[src/rtl/sram_ctrl_pkg.sv]
// Shared types and helpers for the SRAM interface controller.
package sram_ctrl_pkg;

  typedef enum logic [2:0] {
    StIdle,
    StWSetup,
    StWPulse,
    StWHold,
    StRAccess,
    StTurn
  } state_e;

  localparam int unsigned DefSetupCyc = 1;
  localparam int unsigned DefPulseCyc = 2;
  localparam int unsigned DefHoldCyc  = 1;
  localparam int unsigned DefReadCyc  = 2;

  function automatic int unsigned max_phase(input int unsigned a, input int unsigned b,
                                            input int unsigned c, input int unsigned d);
    int unsigned m;
    m = a;
    if (b > m) m = b;
    if (c > m) m = c;
    if (d > m) m = d;
    return m;
  endfunction

  // Bits needed to hold values 0..max_cyc, never less than one.
  function automatic int unsigned cnt_width(input int unsigned max_cyc);
    return (max_cyc == 0) ? 1 : $clog2(max_cyc + 1);
  endfunction

endpackage

[src/rtl/sram_phase_cnt.sv]
// Loadable down-counter; done is high while the count sits at zero.
module sram_phase_cnt #(
  parameter int unsigned Width = 2
) (
  input  logic             clk,
  input  logic             rst_n,
  input  logic             load,
  input  logic [Width-1:0] load_val,
  output logic             done
);

  logic [Width-1:0] cnt_q;

  always_ff @(posedge clk or negedge rst_n) begin
    if (!rst_n) begin
      cnt_q <= '0;
    end else if (load) begin
      cnt_q <= load_val;
    end else if (cnt_q != '0) begin
      cnt_q <= cnt_q - 1'b1;
    end
  end

  assign done = (cnt_q == '0);

endmodule

[src/rtl/sram_if_ctrl.sv]
// Request/response sequencer producing registered CE/WE/OE strobes for an async SRAM.
module sram_if_ctrl
  import sram_ctrl_pkg::*;
#(
  parameter int unsigned AW        = 7,
  parameter int unsigned DW        = 8,
  parameter int unsigned SETUP_CYC = DefSetupCyc,
  parameter int unsigned PULSE_CYC = DefPulseCyc,
  parameter int unsigned HOLD_CYC  = DefHoldCyc,
  parameter int unsigned READ_CYC  = DefReadCyc
) (
  input  logic          clk,
  input  logic          rst_n,
  input  logic          req_valid,
  output logic          req_ready,
  input  logic          req_we,
  input  logic [AW-1:0] req_addr,
  input  logic [DW-1:0] req_wdata,
  output logic          rsp_valid,
  output logic [DW-1:0] rsp_rdata,
  output logic [AW-1:0] sram_a,
  output logic [DW-1:0] sram_dout,
  output logic          sram_dout_en,
  input  logic [DW-1:0] sram_din,
  output logic          sram_ce_n,
  output logic          sram_we_n,
  output logic          sram_oe_n
);

  localparam int unsigned CW = cnt_width(max_phase(SETUP_CYC, PULSE_CYC, HOLD_CYC, READ_CYC));

  if (SETUP_CYC < 1) begin : g_bad_setup
    $error("SETUP_CYC must be at least 1");
  end
  if (PULSE_CYC < 1) begin : g_bad_pulse
    $error("PULSE_CYC must be at least 1");
  end
  if (HOLD_CYC < 1) begin : g_bad_hold
    $error("HOLD_CYC must be at least 1");
  end
  if (READ_CYC < 1) begin : g_bad_read
    $error("READ_CYC must be at least 1");
  end

  state_e          state_q, state_d;
  logic            we_q;
  logic [AW-1:0]   addr_q;
  logic [DW-1:0]   wdata_q, rdata_q;
  logic            cnt_load, cnt_done;
  logic [CW-1:0]   cnt_load_val;
  logic            ce_n_q, we_n_q, oe_n_q, dout_en_q, rsp_valid_q, ready_q;
  logic            ce_n_d, we_n_d, oe_n_d, dout_en_d, rsp_valid_d, ready_d;
  logic            accept;

  assign accept = req_valid && ready_q;

  sram_phase_cnt #(
    .Width(CW)
  ) u_phase_cnt (
    .clk     (clk),
    .rst_n   (rst_n),
    .load    (cnt_load),
    .load_val(cnt_load_val),
    .done    (cnt_done)
  );

  always_ff @(posedge clk or negedge rst_n) begin
    if (!rst_n) begin
      state_q <= StIdle;
    end else begin
      state_q <= state_d;
    end
  end

  always_comb begin
    state_d      = state_q;
    cnt_load     = 1'b0;
    cnt_load_val = '0;
    unique case (state_q)
      StIdle: begin
        if (accept) begin
          cnt_load = 1'b1;
          if (req_we) begin
            state_d      = StWSetup;
            cnt_load_val = CW'(SETUP_CYC - 1);
          end else begin
            state_d      = StRAccess;
            cnt_load_val = CW'(READ_CYC - 1);
          end
        end
      end
      StWSetup: begin
        if (cnt_done) begin
          state_d      = StWPulse;
          cnt_load     = 1'b1;
          cnt_load_val = CW'(PULSE_CYC - 1);
        end
      end
      StWPulse: begin
        if (cnt_done) begin
          state_d      = StWHold;
          cnt_load     = 1'b1;
          cnt_load_val = CW'(HOLD_CYC - 1);
        end
      end
      StWHold:   if (cnt_done) state_d = StTurn;
      StRAccess: if (cnt_done) state_d = StTurn;
      StTurn:    state_d = StIdle;
      default:   state_d = StIdle;
    endcase
  end

  // Strobes are decoded from the next state so every output leaves a flop.
  always_comb begin
    ce_n_d      = !(state_d inside {StWSetup, StWPulse, StWHold, StRAccess});
    we_n_d      = (state_d != StWPulse);
    oe_n_d      = (state_d != StRAccess);
    dout_en_d   = (state_d inside {StWSetup, StWPulse, StWHold});
    rsp_valid_d = (state_d == StTurn) && !we_q;
    ready_d     = (state_d == StIdle);
  end

  always_ff @(posedge clk or negedge rst_n) begin
    if (!rst_n) begin
      ce_n_q      <= 1'b1;
      we_n_q      <= 1'b1;
      oe_n_q      <= 1'b1;
      dout_en_q   <= 1'b0;
      rsp_valid_q <= 1'b0;
      ready_q     <= 1'b1;
      we_q        <= 1'b0;
      addr_q      <= '0;
      wdata_q     <= '0;
      rdata_q     <= '0;
    end else begin
      ce_n_q      <= ce_n_d;
      we_n_q      <= we_n_d;
      oe_n_q      <= oe_n_d;
      dout_en_q   <= dout_en_d;
      rsp_valid_q <= rsp_valid_d;
      ready_q     <= ready_d;
      if (accept) begin
        we_q    <= req_we;
        addr_q  <= req_addr;
        wdata_q <= req_wdata;
      end
      if (state_q == StRAccess && cnt_done) begin
        rdata_q <= sram_din;
      end
    end
  end

  assign req_ready    = ready_q;
  assign rsp_valid    = rsp_valid_q;
  assign rsp_rdata    = rdata_q;
  assign sram_a       = addr_q;
  assign sram_dout    = wdata_q;
  assign sram_dout_en = dout_en_q;
  assign sram_ce_n    = ce_n_q;
  assign sram_we_n    = we_n_q;
  assign sram_oe_n    = oe_n_q;

endmodule

[config.mk]
export PLATFORM = sky130hd
export DESIGN_NAME = sram_if_ctrl
export DESIGN_NICKNAME = d
export VERILOG_FILES = /design/src/rtl/sram_ctrl_pkg.sv /design/src/rtl/sram_phase_cnt.sv /design/src/rtl/sram_if_ctrl.sv
export SDC_FILE = /design/constraint.sdc
export NUM_CORES = 1
export LEC_CHECK = 0
export ABC_AREA = 1
export CORE_MARGIN = 2
export CORE_UTILIZATION = 47
export CTS_BUF_LIST = sky130_fd_sc_hd__clkbuf_4
export DETAILED_ROUTE_END_ITERATION = 12
export PLACE_DENSITY = 0.85
export SETUP_SLACK_MARGIN = 0.5
export SLEW_MARGIN = 20
export SYNTH_ARGS = -nofsm -noshare
export SYNTH_HDL_FRONTEND = slang
export SYNTH_SLANG_ARGS = --single-unit
[constraint.sdc]
create_clock -name clk -period 2.95 [get_ports clk]
set_input_delay 0.59 -clock clk [delete_from_list [all_inputs] [get_ports clk]]
set_output_delay 0.59 -clock clk [all_outputs]
set_load 0.03 [all_outputs]
Word-level counts from Yosys, hierarchy flattened

Cells that the tools add are included.
W data, S select, Z words.

Output and inout port bits: 29
Flip-flop bits (word level): 35
Input bits: 27
Word-level logic and storage cells: 53

Reduce and logical (&&, ||, !) cells: 14
Multiplexer cells: 15
Eq/ne operators: 11
Add/subtract/negate cells: 1

Operators by type and width:

| cell                  | number |
|---|---|
| $mux W3               | 5 |
| $eq A3 B2 Y1 const B  | 4 |
| $pmux W3 S4           | 1 |
| $eq A3 B3 Y1 const B  | 3 |
| $eq A3 B1 Y1 const B  | 2 |
| $logic_not A3 Y1      | 2 |
| $mux W1               | 5 |
| $mux W2               | 2 |
| $pmux W1 S2           | 2 |
| $reduce_bool A2 Y1    | 2 |
| $reduce_bool A4 Y1    | 1 |
| $reduce_or A2 Y1      | 2 |
| $logic_and A1 B1 Y1   | 3 |
| $ne A3 B2 Y1 const B  | 1 |
| $ne A3 B3 Y1 const B  | 1 |
| $reduce_bool A3 Y1    | 1 |
| $logic_not A1 Y1      | 2 |
| $logic_not A2 Y1      | 1 |
| $sub A2 B1 Y2 const B | 1 |

Logic depth before layout (Yosys ltp)

Depth after elaboration: 6
Gate-level depth with buffers: 11
Depth with buffers taken out: 10

Cells and area by module

A second synthesis with hierarchy kept.

Cells, all modules: 141
Area, all modules: 1488.9 um^2

By module, submodules not included:

| module         | area each (um^2) | cells each | times used | seq. area each (um^2) |
|---|---|---|---|---|
| sram_if_ctrl   | 1368.8           | 124        | 1          | 830.8 |
| sram_phase_cnt | 120.1            | 17         | 1          | 50.0 |

Least setup slack after synthesis

No wires, ideal clock.

Path kind: flip-flop to flip-flop
Start: reg ready_q, in the netlist req_ready
End: reg u_phase_cnt.cnt_q[0]
Setup time: 0.113 ns
Stages on the path, launching flop included: 8
Data required time: 2.837 ns
Path buffers: 0
Slack: 1.559 ns
Arrival time: 1.278 ns
Clock period less this slack: 1.391 ns
Cells stage by stage: dfstp_2 -> nand2_2 -> inv_2 -> nand2_1 -> o21ai_0 -> o21ai_0 -> nand2_1 -> inv_1

Longest elaborated chain between the ends: 4
Elaborated cells on any way between the ends: 7
Those cells by class: mux (5); reduce/logical (2)

Ends and longest elaborated chain:

| item                                                 | line                 | source |
|---|---|---|
| from (decl)                                          | sram_if_ctrl.sv:51   | `logic ce_n_q, we_n_q, oe_n_q, dout_en_q, rsp_valid_q, ready_q;` |
| from (signal assigned)                               | sram_if_ctrl.sv:141  | `ready_q <= ready_d;` |
| $logic_and A1 B1 Y1 *                                | sram_if_ctrl.sv:55   | `assign accept = req_valid && ready_q;` |
| $mux W1                                              | sram_if_ctrl.sv:81   | `if (accept) begin` |
| $pmux W1 S2                                          | sram_if_ctrl.sv:79   | `unique case (state_q)` |
| $mux W2 / $reduce_bool A2 Y1 (equally long branches) | -                    |  |
| to (signal assigned)                                 | sram_phase_cnt.sv:18 | `cnt_q <= load_val;` |
| to (signal assigned)                                 | sram_phase_cnt.sv:20 | `cnt_q <= cnt_q - 1'b1;` |
| to (decl)                                            | sram_phase_cnt.sv:12 | `logic [Width-1:0] cnt_q;` |

Mark *: on every way between the ends. The rest lies on a longest branch, timed or not.
A chain may end at the register's enable or synchronous reset.

Final worst setup path

Start: reg ready_q, in the netlist req_ready
End: out req_ready

RTL lines:

| item      | line               | source |
|---|---|---|
| to (decl) | sram_if_ctrl.sv:15 | `output logic req_ready,` |

No word-level cell between the ends.

==> flow_metrics.env <==
export IMPL_power_density_nw_per_um2=1220
export IMPL_r2r_cells=7
export IMPL_viasPerCell=4.77
export IMPL_synth_fp_nets=179
export IMPL_cpMaxStageDelayCell="clkdlybuf4s50_1"
export IMPL_crit_arrival_ps=1530
export IMPL_die_area_sq_um=3600
export IMPL_startpoint="req_ready"
export IMPL_critical_path_buf_inv_count=1
export IMPL_placedInstanceArea_sq_um=2070
export IMPL_drv_slew=0
export IMPL_clk_pin_slew_worst_paths_ps=100
export IMPL_rsz0062_at_grt="no"
export IMPL_clk_path_buf_depth=2
export IMPL_grtUsageTotal_pct=20.3
export IMPL_dp_hpwl_mm=2.53
export IMPL_grt_pass1_vias=1284
export IMPL_finalCritPeriodShare_pct=72.0
export IMPL_worstPathRequired_ps=2360
export IMPL_syn_avg_cell_area_sq_um=9.76
export IMPL_grt_overflow=0
export IMPL_netlist_area_sq_um=1470
export IMPL_vias=1221
export IMPL_grt_max_degree=36
export IMPL_tightest_slew_ps=418
export IMPL_worstPathMaxFanout=2
export IMPL_multi_input_area_sq_um=533
export IMPL_cap_violations=0
export IMPL_hold_buffers=0
export IMPL_die_h_um=60
export IMPL_run_status="complete, no violations"
export IMPL_setup_worst_path_class="register to output port"
export IMPL_p_leak_nw=1.02
export IMPL_start_kind="register"
export IMPL_endpoint_kind="output port"
export IMPL_num_rows=20
export IMPL_fin_cells=256
export IMPL_numCtsBuffers=5
export IMPL_clock_sink_count=35
export IMPL_nets=239
export IMPL_path_depth=1
export IMPL_dr_pass1_iters=4
export IMPL_seqCellArea_sq_um=881
export IMPL_cts_root_buf="clkbuf_4"
export IMPL_detail_route_wirelength_mm=3.29
export IMPL_yosysSeqAreaShare_pct=59.8
export IMPL_cpPeakStageDelay_ps=660
export IMPL_netlist_cell_type_count=24
export IMPL_fmax_mhz=471
export IMPL_wire_per_inst_um=12.9
export IMPL_design_area_sq_um=2150
export IMPL_drc=0
export IMPL_finalSetupTns_ps=0
export IMPL_synth_ff_type="dfrtp_1"
export IMPL_regToRegSetupSlack_ps=1170
export IMPL_hold_class="register to register"
export IMPL_gp_congestion=0.855
export IMPL_synth_warning_count=0
export IMPL_syn2layout_area_growth_pct=46.1
export IMPL_cts_htree_levels=2
export IMPL_post_cts_buffers=0
export IMPL_antenna_left=0
export IMPL_utilization_pct=71.1
export IMPL_antenna_found_initial=0
export IMPL_skew_ps=7.75
export IMPL_synth_edf_count=0
export IMPL_clk_latency_ps=320
export IMPL_die_width_um=60
export IMPL_cts_resized=0
export IMPL_fin_crit_ps=2120
export IMPL_initial_core_util_pct=48.7
export IMPL_r2r_start="req_ready"
export IMPL_ioPinCount=56
export IMPL_synth_seq_cells=35
export IMPL_netlist_instances=151
export IMPL_postSynth_asyncResetShare_pct=100
export IMPL_worstPathCellList="clkdlybuf4s50_1"
export IMPL_grt_pass1_wl_mm=5.45
export IMPL_cp_endpoint="req_ready"
export IMPL_final_hold_viol_count=0
export IMPL_portBuffers=55
export IMPL_peakVddDrop_v=0.000582
export IMPL_num_fill_cells=237
export IMPL_cts_tree="yes"
export IMPL_core_area_sq_um=3030
export IMPL_diodes=0
export IMPL_drive_gt1_share_pct=17.5
export IMPL_first_iter_violations=21
export IMPL_reg2reg_to="u_phase_cnt.cnt_q[0]"
export IMPL_setup_viol=0
export IMPL_slew_limit_headroom_pct=72.1
export IMPL_dp_cells=248
export IMPL_critPathTopFamily="buffers and inverters"
logic make-up (layout without fill, tap and decap cells):
group / count (synthesis) / count (layout) / synth area share, %
buf+inv: 15 / 76 / 4.07
compound gates: 7 / 7 / 3.14
simple gates: 85 / 85 / 26.1
mux: 8 / 8 / 6.11
fa+ha+maj: 1 / 1 / 0.849
flops: 35 / 35 / 59.8
routing by layer:
| metal | part of all wire, % | global-route usage, % |
|---|---|---|
| met2 | 54 | 36.6 |
| met3 | 4.3 | 4.55 |
| met1 | 40 | 23.9 |
| met5 | 0 | 0 |
| met4 | 1.3 | 5.71 |
how the worst min path moves through the flow:
stage	cells after the start	slack, ps	start	end
global route	1	460	we_q	rsp_valid
floorplan	0	290	rst_n	rsp_rdata[0]
detailed placement	1	420	we_q	rsp_valid
finish	1	430	we_q	rsp_valid
global placement	1	420	we_q	rsp_valid
CTS	1	430	we_q	rsp_valid
report_power, final:
group	leakage, nW	switching [W]	internal (W)
combinational	0.549	0.000859	0.000573
clock	0.0452	0.000157	0.000178
sequential	0.421	0.000137	0.000724
total	1.02	0.00115	0.00147
layout make-up:
type                       count  share of cell area (%)
multi-input combinational    101                    24.8
clock inverter                 3                    2.03
timing repair buffer          56                    25.9
sequential                    35                    40.9
inverter                      12                    2.09
clock buffer                   5                    1.74
tap                           44                    2.56
registers in the layout, indices dropped and copies added, names as in the netlist, 2 cells and up:
register           flops
state_q                3
sram_dout              8
u_phase_cnt.cnt_q      2
rsp_rdata              8
sram_a                 7
Yosys cell counts (2+ instances only):
| cell | n | share of area [%] |
|---|---|---|
| nand3_1 | 3 | 1.0 |
| a21oi_1 | 3 | 1.0 |
| nor2_1 | 10 | 2.5 |
| o21ai_0 | 2 | 0.68 |
| dfrtp_1 | 31 | 53 |
| nand4_1 | 2 | 0.85 |
| nand2_1 | 58 | 15 |
| nor2_2 | 3 | 1.3 |
| inv_2 | 4 | 1.0 |
| nand2_2 | 3 | 1.3 |
| mux2_2 | 7 | 5.3 |
| nor2_4 | 3 | 2.3 |
| dfstp_2 | 4 | 7.1 |
| nand3_2 | 2 | 1.4 |
| inv_1 | 7 | 1.8 |
through the flow:
step / power, W / setup WS [ps] / hold slack (ps)
2_1_floorplan: 0.00176 / 1560 / 294
3_3_place_gp: 0.00225 / 762 / 421
3_5_place_dp: 0.00231 / 644 / 420
4_1_cts: 0.00265 / 813 / 428
5_1_grt: 0.00281 / 780 / 455
6_report: 0.00263 / 827 / 431
layout by cell type (no fill, tap or decap), drive strengths merged, types with 4 or more instances in the layout:
master,n
nor2,16
nand2,61
inv,11
nand3,5
clkdlybuf4s50,55
mux2,8
dfstp,4
dfrtp,31
clkbuf,5
o21ai,4
Power figures use the tool's default switching activity.
